## config.mk

```make
export PLATFORM = sky130hd
export DESIGN_NAME = machine_anode_scan_flat
export DESIGN_NICKNAME = d
export VERILOG_FILES = /design/src/rtl/machine_anode_scan_pkg.sv /design/src/rtl/machine_anode_scan_if.sv /design/src/rtl/machine_hex_to_seg.sv /design/src/rtl/machine_anode_scan.sv /design/src/flat_wrapper.sv
export SDC_FILE = /design/constraint.sdc
export NUM_CORES = 1
export LEC_CHECK = 0
export CORE_ASPECT_RATIO = 1.1
export CORE_UTILIZATION = 35
export DETAILED_ROUTE_END_ITERATION = 16
export GPL_TIMING_DRIVEN = 0
export SYNTH_ARGS = -nofsm -noshare
export SYNTH_HDL_FRONTEND = slang
export SYNTH_SLANG_ARGS = --single-unit
```

## constraint.sdc

```tcl
create_clock -name system1000 -period 3.85 [get_ports system1000]
set_clock_uncertainty 0.1 [all_clocks]
set_input_delay 0.385 -clock system1000 [delete_from_list [all_inputs] [get_ports system1000]]
set_output_delay 0.385 -clock system1000 [all_outputs]
set_load 0.01 [all_outputs]
```

## src/rtl/machine_anode_scan_pkg.sv

```systemverilog
// Shared constants and types for the four-digit anode scanner.
// The segment table is active-low, bit order {g,f,e,d,c,b,a}.
package machine_anode_scan_pkg;

    localparam int DIGIT_W = 2;
    localparam int NUM_DIGITS = 4;

    localparam logic [6:0] SEG_BLANK = 7'h7F;
    localparam logic [3:0] ANODE_OFF = 4'b1111;

    // Packed so that HEX_SEG[n] is the pattern for nibble n (entry 15 written first)
    localparam logic [15:0][6:0] HEX_SEG = {
        7'b0001110,  // F
        7'b0000110,  // E
        7'b0100001,  // d
        7'b1000110,  // C
        7'b0000011,  // b
        7'b0001000,  // A
        7'b0010000,  // 9
        7'b0000000,  // 8
        7'b1111000,  // 7
        7'b0000010,  // 6
        7'b0010010,  // 5
        7'b0011001,  // 4
        7'b0110000,  // 3
        7'b0100100,  // 2
        7'b1111001,  // 1
        7'b1000000   // 0
    };

    typedef enum logic {
        LD_IDLE    = 1'b0,
        LD_PENDING = 1'b1
    } ld_state_e;

    typedef struct packed {
        logic [15:0] data;
        logic [3:0]  blank;
        logic [3:0]  dp;
    } disp_t;

    function automatic logic [3:0] anode_for(input logic [DIGIT_W-1:0] digit);
        return ~(4'b0001 << digit);
    endfunction

endpackage

```

## src/rtl/machine_anode_scan_if.sv

```systemverilog
// Load port of the scanner: a 16-bit hex value plus blank/dp masks under valid/ready.
interface machine_anode_scan_if;

    logic [15:0] load_data;
    logic [3:0]  load_blank;
    logic [3:0]  load_dp;
    logic        load_valid;
    logic        load_ready;

    modport master (
        output load_data,
        output load_blank,
        output load_dp,
        output load_valid,
        input  load_ready
    );

    modport slave (
        input  load_data,
        input  load_blank,
        input  load_dp,
        input  load_valid,
        output load_ready
    );

endinterface

```

## src/rtl/machine_hex_to_seg.sv

```systemverilog
// Combinational nibble to active-low seven-segment pattern.
module machine_hex_to_seg
    import machine_anode_scan_pkg::*;
(
    input  logic [3:0] nibble_i,
    output logic [6:0] seg_n_o
);

    assign seg_n_o = HEX_SEG[nibble_i];

endmodule

```

## src/rtl/machine_anode_scan.sv

```systemverilog
// Four-digit multiplexed seven-segment scanner with frame-aligned value swap.
//
// state      | meaning
// LD_IDLE    | no value waiting; load port ready
// LD_PENDING | shadow holds a new value; swapped in at the next frame boundary
module machine_anode_scan
    import machine_anode_scan_pkg::*;
#(
    parameter int REFRESH_DIV  = 100000,
    parameter int GHOST_CYCLES = 16
) (
    input  logic                 system1000,
    input  logic                 system1000_rst,
    machine_anode_scan_if.slave  load,
    output logic [3:0]           anode_n,
    output logic                 anode_valid,
    output logic [6:0]           seg_n,
    output logic                 dp_n,
    output logic                 frame_tick
);

    localparam int CNT_W = $clog2(REFRESH_DIV);
    localparam logic [CNT_W-1:0] CNT_LAST  = CNT_W'(REFRESH_DIV - 1);
    localparam logic [CNT_W-1:0] CNT_GHOST = CNT_W'(GHOST_CYCLES);
    localparam logic [DIGIT_W-1:0] DIGIT_LAST = DIGIT_W'(NUM_DIGITS - 1);

    logic [CNT_W-1:0]   cnt_q, cnt_d;
    logic [DIGIT_W-1:0] digit_q, digit_d;
    ld_state_e          state_q, state_d;
    disp_t              shadow_q, shadow_d;
    disp_t              disp_q, disp_d;

    logic [3:0] anode_q, anode_d;
    logic       valid_q, valid_d;
    logic [6:0] seg_q, seg_d;
    logic       dp_q, dp_d;
    logic       tick_q, tick_d;

    logic       slot_end;
    logic       frame_end;
    logic       accept;
    logic       ghost;
    logic [3:0] nibble;
    logic [6:0] seg_dec;

    assign slot_end  = (cnt_q == CNT_LAST);
    assign frame_end = slot_end && (digit_q == DIGIT_LAST);
    assign ghost     = (cnt_q < CNT_GHOST);

    // Gated by reset so nothing can be accepted while the block is being cleared
    assign load.load_ready = ~system1000_rst & (state_q == LD_IDLE);
    assign accept          = load.load_valid & load.load_ready;

    always_comb begin
        state_d  = state_q;
        shadow_d = shadow_q;
        disp_d   = disp_q;
        case (state_q)
            LD_IDLE: begin
                if (accept) begin
                    shadow_d = '{data: load.load_data, blank: load.load_blank, dp: load.load_dp};
                    state_d  = LD_PENDING;
                end
            end
            LD_PENDING: begin
                if (frame_end) begin
                    disp_d  = shadow_q;
                    state_d = LD_IDLE;
                end
            end
            default: state_d = LD_IDLE;
        endcase
    end

    always_comb begin
        cnt_d   = slot_end ? '0 : cnt_q + CNT_W'(1);
        digit_d = slot_end ? digit_q + DIGIT_W'(1) : digit_q;
    end

    assign nibble = disp_q.data[{digit_q, 2'b00} +: 4];

    machine_hex_to_seg u_hex_to_seg (
        .nibble_i (nibble),
        .seg_n_o  (seg_dec)
    );

    // All three display buses are decided together and registered on one edge
    always_comb begin
        anode_d = ANODE_OFF;
        valid_d = 1'b0;
        seg_d   = SEG_BLANK;
        dp_d    = 1'b1;
        tick_d  = frame_end;
        if (!ghost) begin
            anode_d = anode_for(digit_q);
            valid_d = 1'b1;
            if (!disp_q.blank[digit_q]) begin
                seg_d = seg_dec;
                dp_d  = ~disp_q.dp[digit_q];
            end
        end
    end

    always_ff @(posedge system1000) begin
        if (system1000_rst) begin
            cnt_q    <= '0;
            digit_q  <= '0;
            state_q  <= LD_IDLE;
            shadow_q <= '{data: 16'h0000, blank: 4'h0, dp: 4'h0};
            disp_q   <= '{data: 16'h0000, blank: 4'hF, dp: 4'h0};
            anode_q  <= ANODE_OFF;
            valid_q  <= 1'b0;
            seg_q    <= SEG_BLANK;
            dp_q     <= 1'b1;
            tick_q   <= 1'b0;
        end else begin
            cnt_q    <= cnt_d;
            digit_q  <= digit_d;
            state_q  <= state_d;
            shadow_q <= shadow_d;
            disp_q   <= disp_d;
            anode_q  <= anode_d;
            valid_q  <= valid_d;
            seg_q    <= seg_d;
            dp_q     <= dp_d;
            tick_q   <= tick_d;
        end
    end

    assign anode_n     = anode_q;
    assign anode_valid = valid_q;
    assign seg_n       = seg_q;
    assign dp_n        = dp_q;
    assign frame_tick  = tick_q;

endmodule

```

## src/flat_wrapper.sv

```systemverilog
// flat-port wrapper written by rule: the top's interface ports become plain ports
module machine_anode_scan_flat import machine_anode_scan_pkg::*;
#(
    parameter int REFRESH_DIV  = 100000,
    parameter int GHOST_CYCLES = 16
)
  (system1000, system1000_rst, anode_n, anode_valid, seg_n, dp_n, frame_tick, load_load_data, load_load_blank, load_load_dp, load_load_valid, load_load_ready);
  machine_anode_scan_if load_i ();
  input  logic system1000;
  input  logic system1000_rst;
  output logic [3:0] anode_n;
  output logic anode_valid;
  output logic [6:0] seg_n;
  output logic dp_n;
  output logic frame_tick;
  input wire logic [$bits(load_i.load_data)-1:0] load_load_data;
  input wire logic [$bits(load_i.load_blank)-1:0] load_load_blank;
  input wire logic [$bits(load_i.load_dp)-1:0] load_load_dp;
  input wire logic [$bits(load_i.load_valid)-1:0] load_load_valid;
  output wire logic [$bits(load_i.load_ready)-1:0] load_load_ready;
  assign load_i.load_data = load_load_data;
  assign load_i.load_blank = load_load_blank;
  assign load_i.load_dp = load_load_dp;
  assign load_i.load_valid = load_load_valid;
  assign load_load_ready = load_i.load_ready;
  machine_anode_scan #(.REFRESH_DIV(REFRESH_DIV), .GHOST_CYCLES(GHOST_CYCLES)) u_core (.system1000(system1000), .system1000_rst(system1000_rst), .load(load_i), .anode_n(anode_n), .anode_valid(anode_valid), .seg_n(seg_n), .dp_n(dp_n), .frame_tick(frame_tick));
endmodule
```

==> summary.txt <==
status - finished, final reports clean
Achievable Freq - 0.3869 GHz
first-pass GRT wire length - 12430 µm
Mapped Area - 3577 µm²
diodes inserted - 0
slowest stage delay, CP - 630 ps
Mean Syn Cell Area - 9.694 µm²
# resized after CTS - 0
largest net degree at the start of global routing - 17
Synthesis Warnings - 0
layout cells sized above 1 - 8.451%
#FFs+latches synth - 82
Final min period - 2585 ps
Hold Vio Cnt, Final - 0
hold_buf cts - 0
Setup TNS Final - 0 ps
worst-path cell chain - buf_2, mux4_2, inv_1, ha_1, mux2i_1, mux2_2, nand2_1
initial drt markers - 130
core region area - 9889 µm²
Synth area leaders - dfxtp_1, mux2i_1, nand2b_1, nand2_1, o21ai_0
crit end category - flip-flop
DRT Wirelength - 7232 µm
RSZ-0062 raised after global routing - no
Core Rows - 38
Peak supply drop - 0.1926 mV
max-slew violations - 0
CTS tree - done
slew at the pin closest to its max-slew limit - 597.7 ps
Pre-antenna DRT Iters - 6
critical-path maximum fanout - 10
initial antenna violation count - 0
Worst-path clk slew - 90 ps
Crit-path slowest cell - mux4_2
HP Class - reg -> reg
Placer Congestion - 0.7958
Tcrit/Tclk final - 67.13%
vias per std cell - 4.861
H-tree depth - 3
Lkg Pwr - 1.483 nW
vias in the first global route - 2521
final setup violation count - 0
post-DP HPWL - 5237 µm
synth cell count leaders - dfxtp_1, nand2b_1, nand2_1
# IOs - 42
ys async rst share - 0%
CP Class - reg -> reg
pre-CTS WS - 1269 ps
critical path arrival - 2780 ps
Post-synth EDFFs - 0
sequential share of the synthesized area - 45.89%
pwr dens - 385.9 nW/µm²
initial core utilization - 36.17%
synthesized instance count - 369
GR Util All Layers - 15.09%
area leader, netlist - dfxtp_1
drt wl/cell - 13.25 µm
most frequent cell after synthesis - dfxtp_1
Inserted Clock Buffers - 9
post-route worst setup slack - 1265 ps
area share of the largest cell type after synthesis - 45.89%
WP data required - 4050 ps
# Post-CTS Setup Buffers - 0
Maximum Capacitance Violations - 0
crit start category - flip-flop
syn_nets - 407
Synth-to-Final Area Change - 22.11%
Slew HR - 60.15%
number of nets still failing antenna checks after routing - 0
CTS root buf - clkbuf_8
Die ar. - 10630 µm²
clock buffer depth - 2
Clk Latency, worst-skew pair - 350 ps
DRC - 0
chip height - 108.0 µm
final layout net count - 459
CTS sink cnt - 82
Post-synth top flop - dfxtp_1
GRT overflow - 0
number of distinct library cells after synthesis - 38
PortBufs - 41
DR vias - 2654
DIE WIDTH - 98.39 µm
==> metrics by stage <==
stage | std cells | instance area, µm² | power (mW) | utilization (%) | hold WS [ps]
after detailed placement | 530 | 4138 | 0.9835 | 41.84 | 364.0
after floorplan | 369 | 3577 | 0.9381 | - | 345.5
after global placement | 530 | 4138 | 0.9823 | 41.84 | 358.6
after CTS | 546 | 4368 | 1.704 | 44.17 | 379.7
after global routing | 546 | 4368 | 1.761 | 44.17 | 403.7
final | 546 | 4368 | 1.685 | 44.17 | 373.5
==> placed cells by master (no fill, tap or decap), drive strengths merged, types with 2 or more instances in the layout <==
cell type,count
nand3,8
clkbuf,22
or3,5
buf,7
nand4,7
mux2i,32
mux2,4
a21oi,5
inv,11
nor4,2
mux4,6
nand2b,44
xor2,9
ha,11
nor3,5
clkdlybuf4s50,41
and3,2
nor2,27
xnor2,5
and4,3
bufinv,2
o21ai,28
dfxtp,82
o311ai,3
nand2,40
o221ai,3
o31ai,2
==> layout make-up <==
| class | count | area (µm²) |
|---|---|---|
| Clock inverter | 7 | 106.4 |
| Clock buffer | 9 | 123.9 |
| Tap cell | 120 | 150.1 |
| Fill cell | 983 | 5522 |
| Inverter | 7 | 26.28 |
| Multi-Input combinational cell | 260 | 1799 |
| Sequential cell | 82 | 1642 |
| Timing Repair Buffer | 41 | 410.4 |
| Buffer | 20 | 110.1 |
==> power by group <==
| part | internal, mW | switching (mW) | total (mW) |
|---|---|---|---|
| Combinational | 0.0458 | 0.0390 | 0.0848 |
| Sequential | 0.868 | 0.00949 | 0.877 |
| Clock | 0.378 | 0.345 | 0.723 |
==> state kept, by name, summed over array words and instances, names as in the netlist <==
register and cells:
u_core.disp_q 24, u_core.shadow_q 24, u_core.cnt_q 17, u_core.seg_n 7
u_core.anode_n 4, u_core.digit_q 2, u_core.anode_valid 1, u_core.dp_n 1
u_core.frame_tick 1, u_core.state_q 1
==> path summary, 6_finish.rpt <==
path / start / to / slack, ps / cells after the start
setup / recovery: u_core.digit_q[0] / u_core.seg_n[3] / 1270 / 7
hold / removal: u_core.shadow_q[5] / u_core.shadow_q[5] / 370 / 2
setup reg to reg: u_core.digit_q[0] / u_core.seg_n[3] / 1270 / 7
hold reg to reg: u_core.shadow_q[5] / u_core.shadow_q[5] / 370 / 2
==> kinds of logic (layout without fill, tap and decap cells) <==
| kind of cell | Yosys count | after routing | share of synthesized area, % |
|---|---|---|---|
| fa+ha+maj | 11 | 11 | 3.847 |
| compound gates | 44 | 44 | 7.275 |
| mux | 42 | 42 | 13.99 |
| flops | 82 | 82 | 45.89 |
| buf+inv | 27 | 84 | 3.813 |
| xor+xnor | 14 | 14 | 3.428 |
| simple gates | 149 | 149 | 21.76 |
==> layer usage <==
layer / vias to the layer above / routed length [µm] / track usage [%]
met5: - / 0 / 0
met4: 0 / 126 / 7.036
li1: 1369 / - / -
met2: 48 / 3351 / 24.70
met1: 1227 / 3529 / 19.33
met3: 10 / 224 / 2.844
==> critical path: cells and delay by family (launching register included) <==
kind                     cells  cell delay [ps]
adder cells (fa/ha/maj)      1              290
buffers and inverters        2              510
AND/OR/NAND/NOR              1               70
flip-flops                   1              530
multiplexers                 3             1020
No activity file was read; power rests on OpenSTA's default activity.
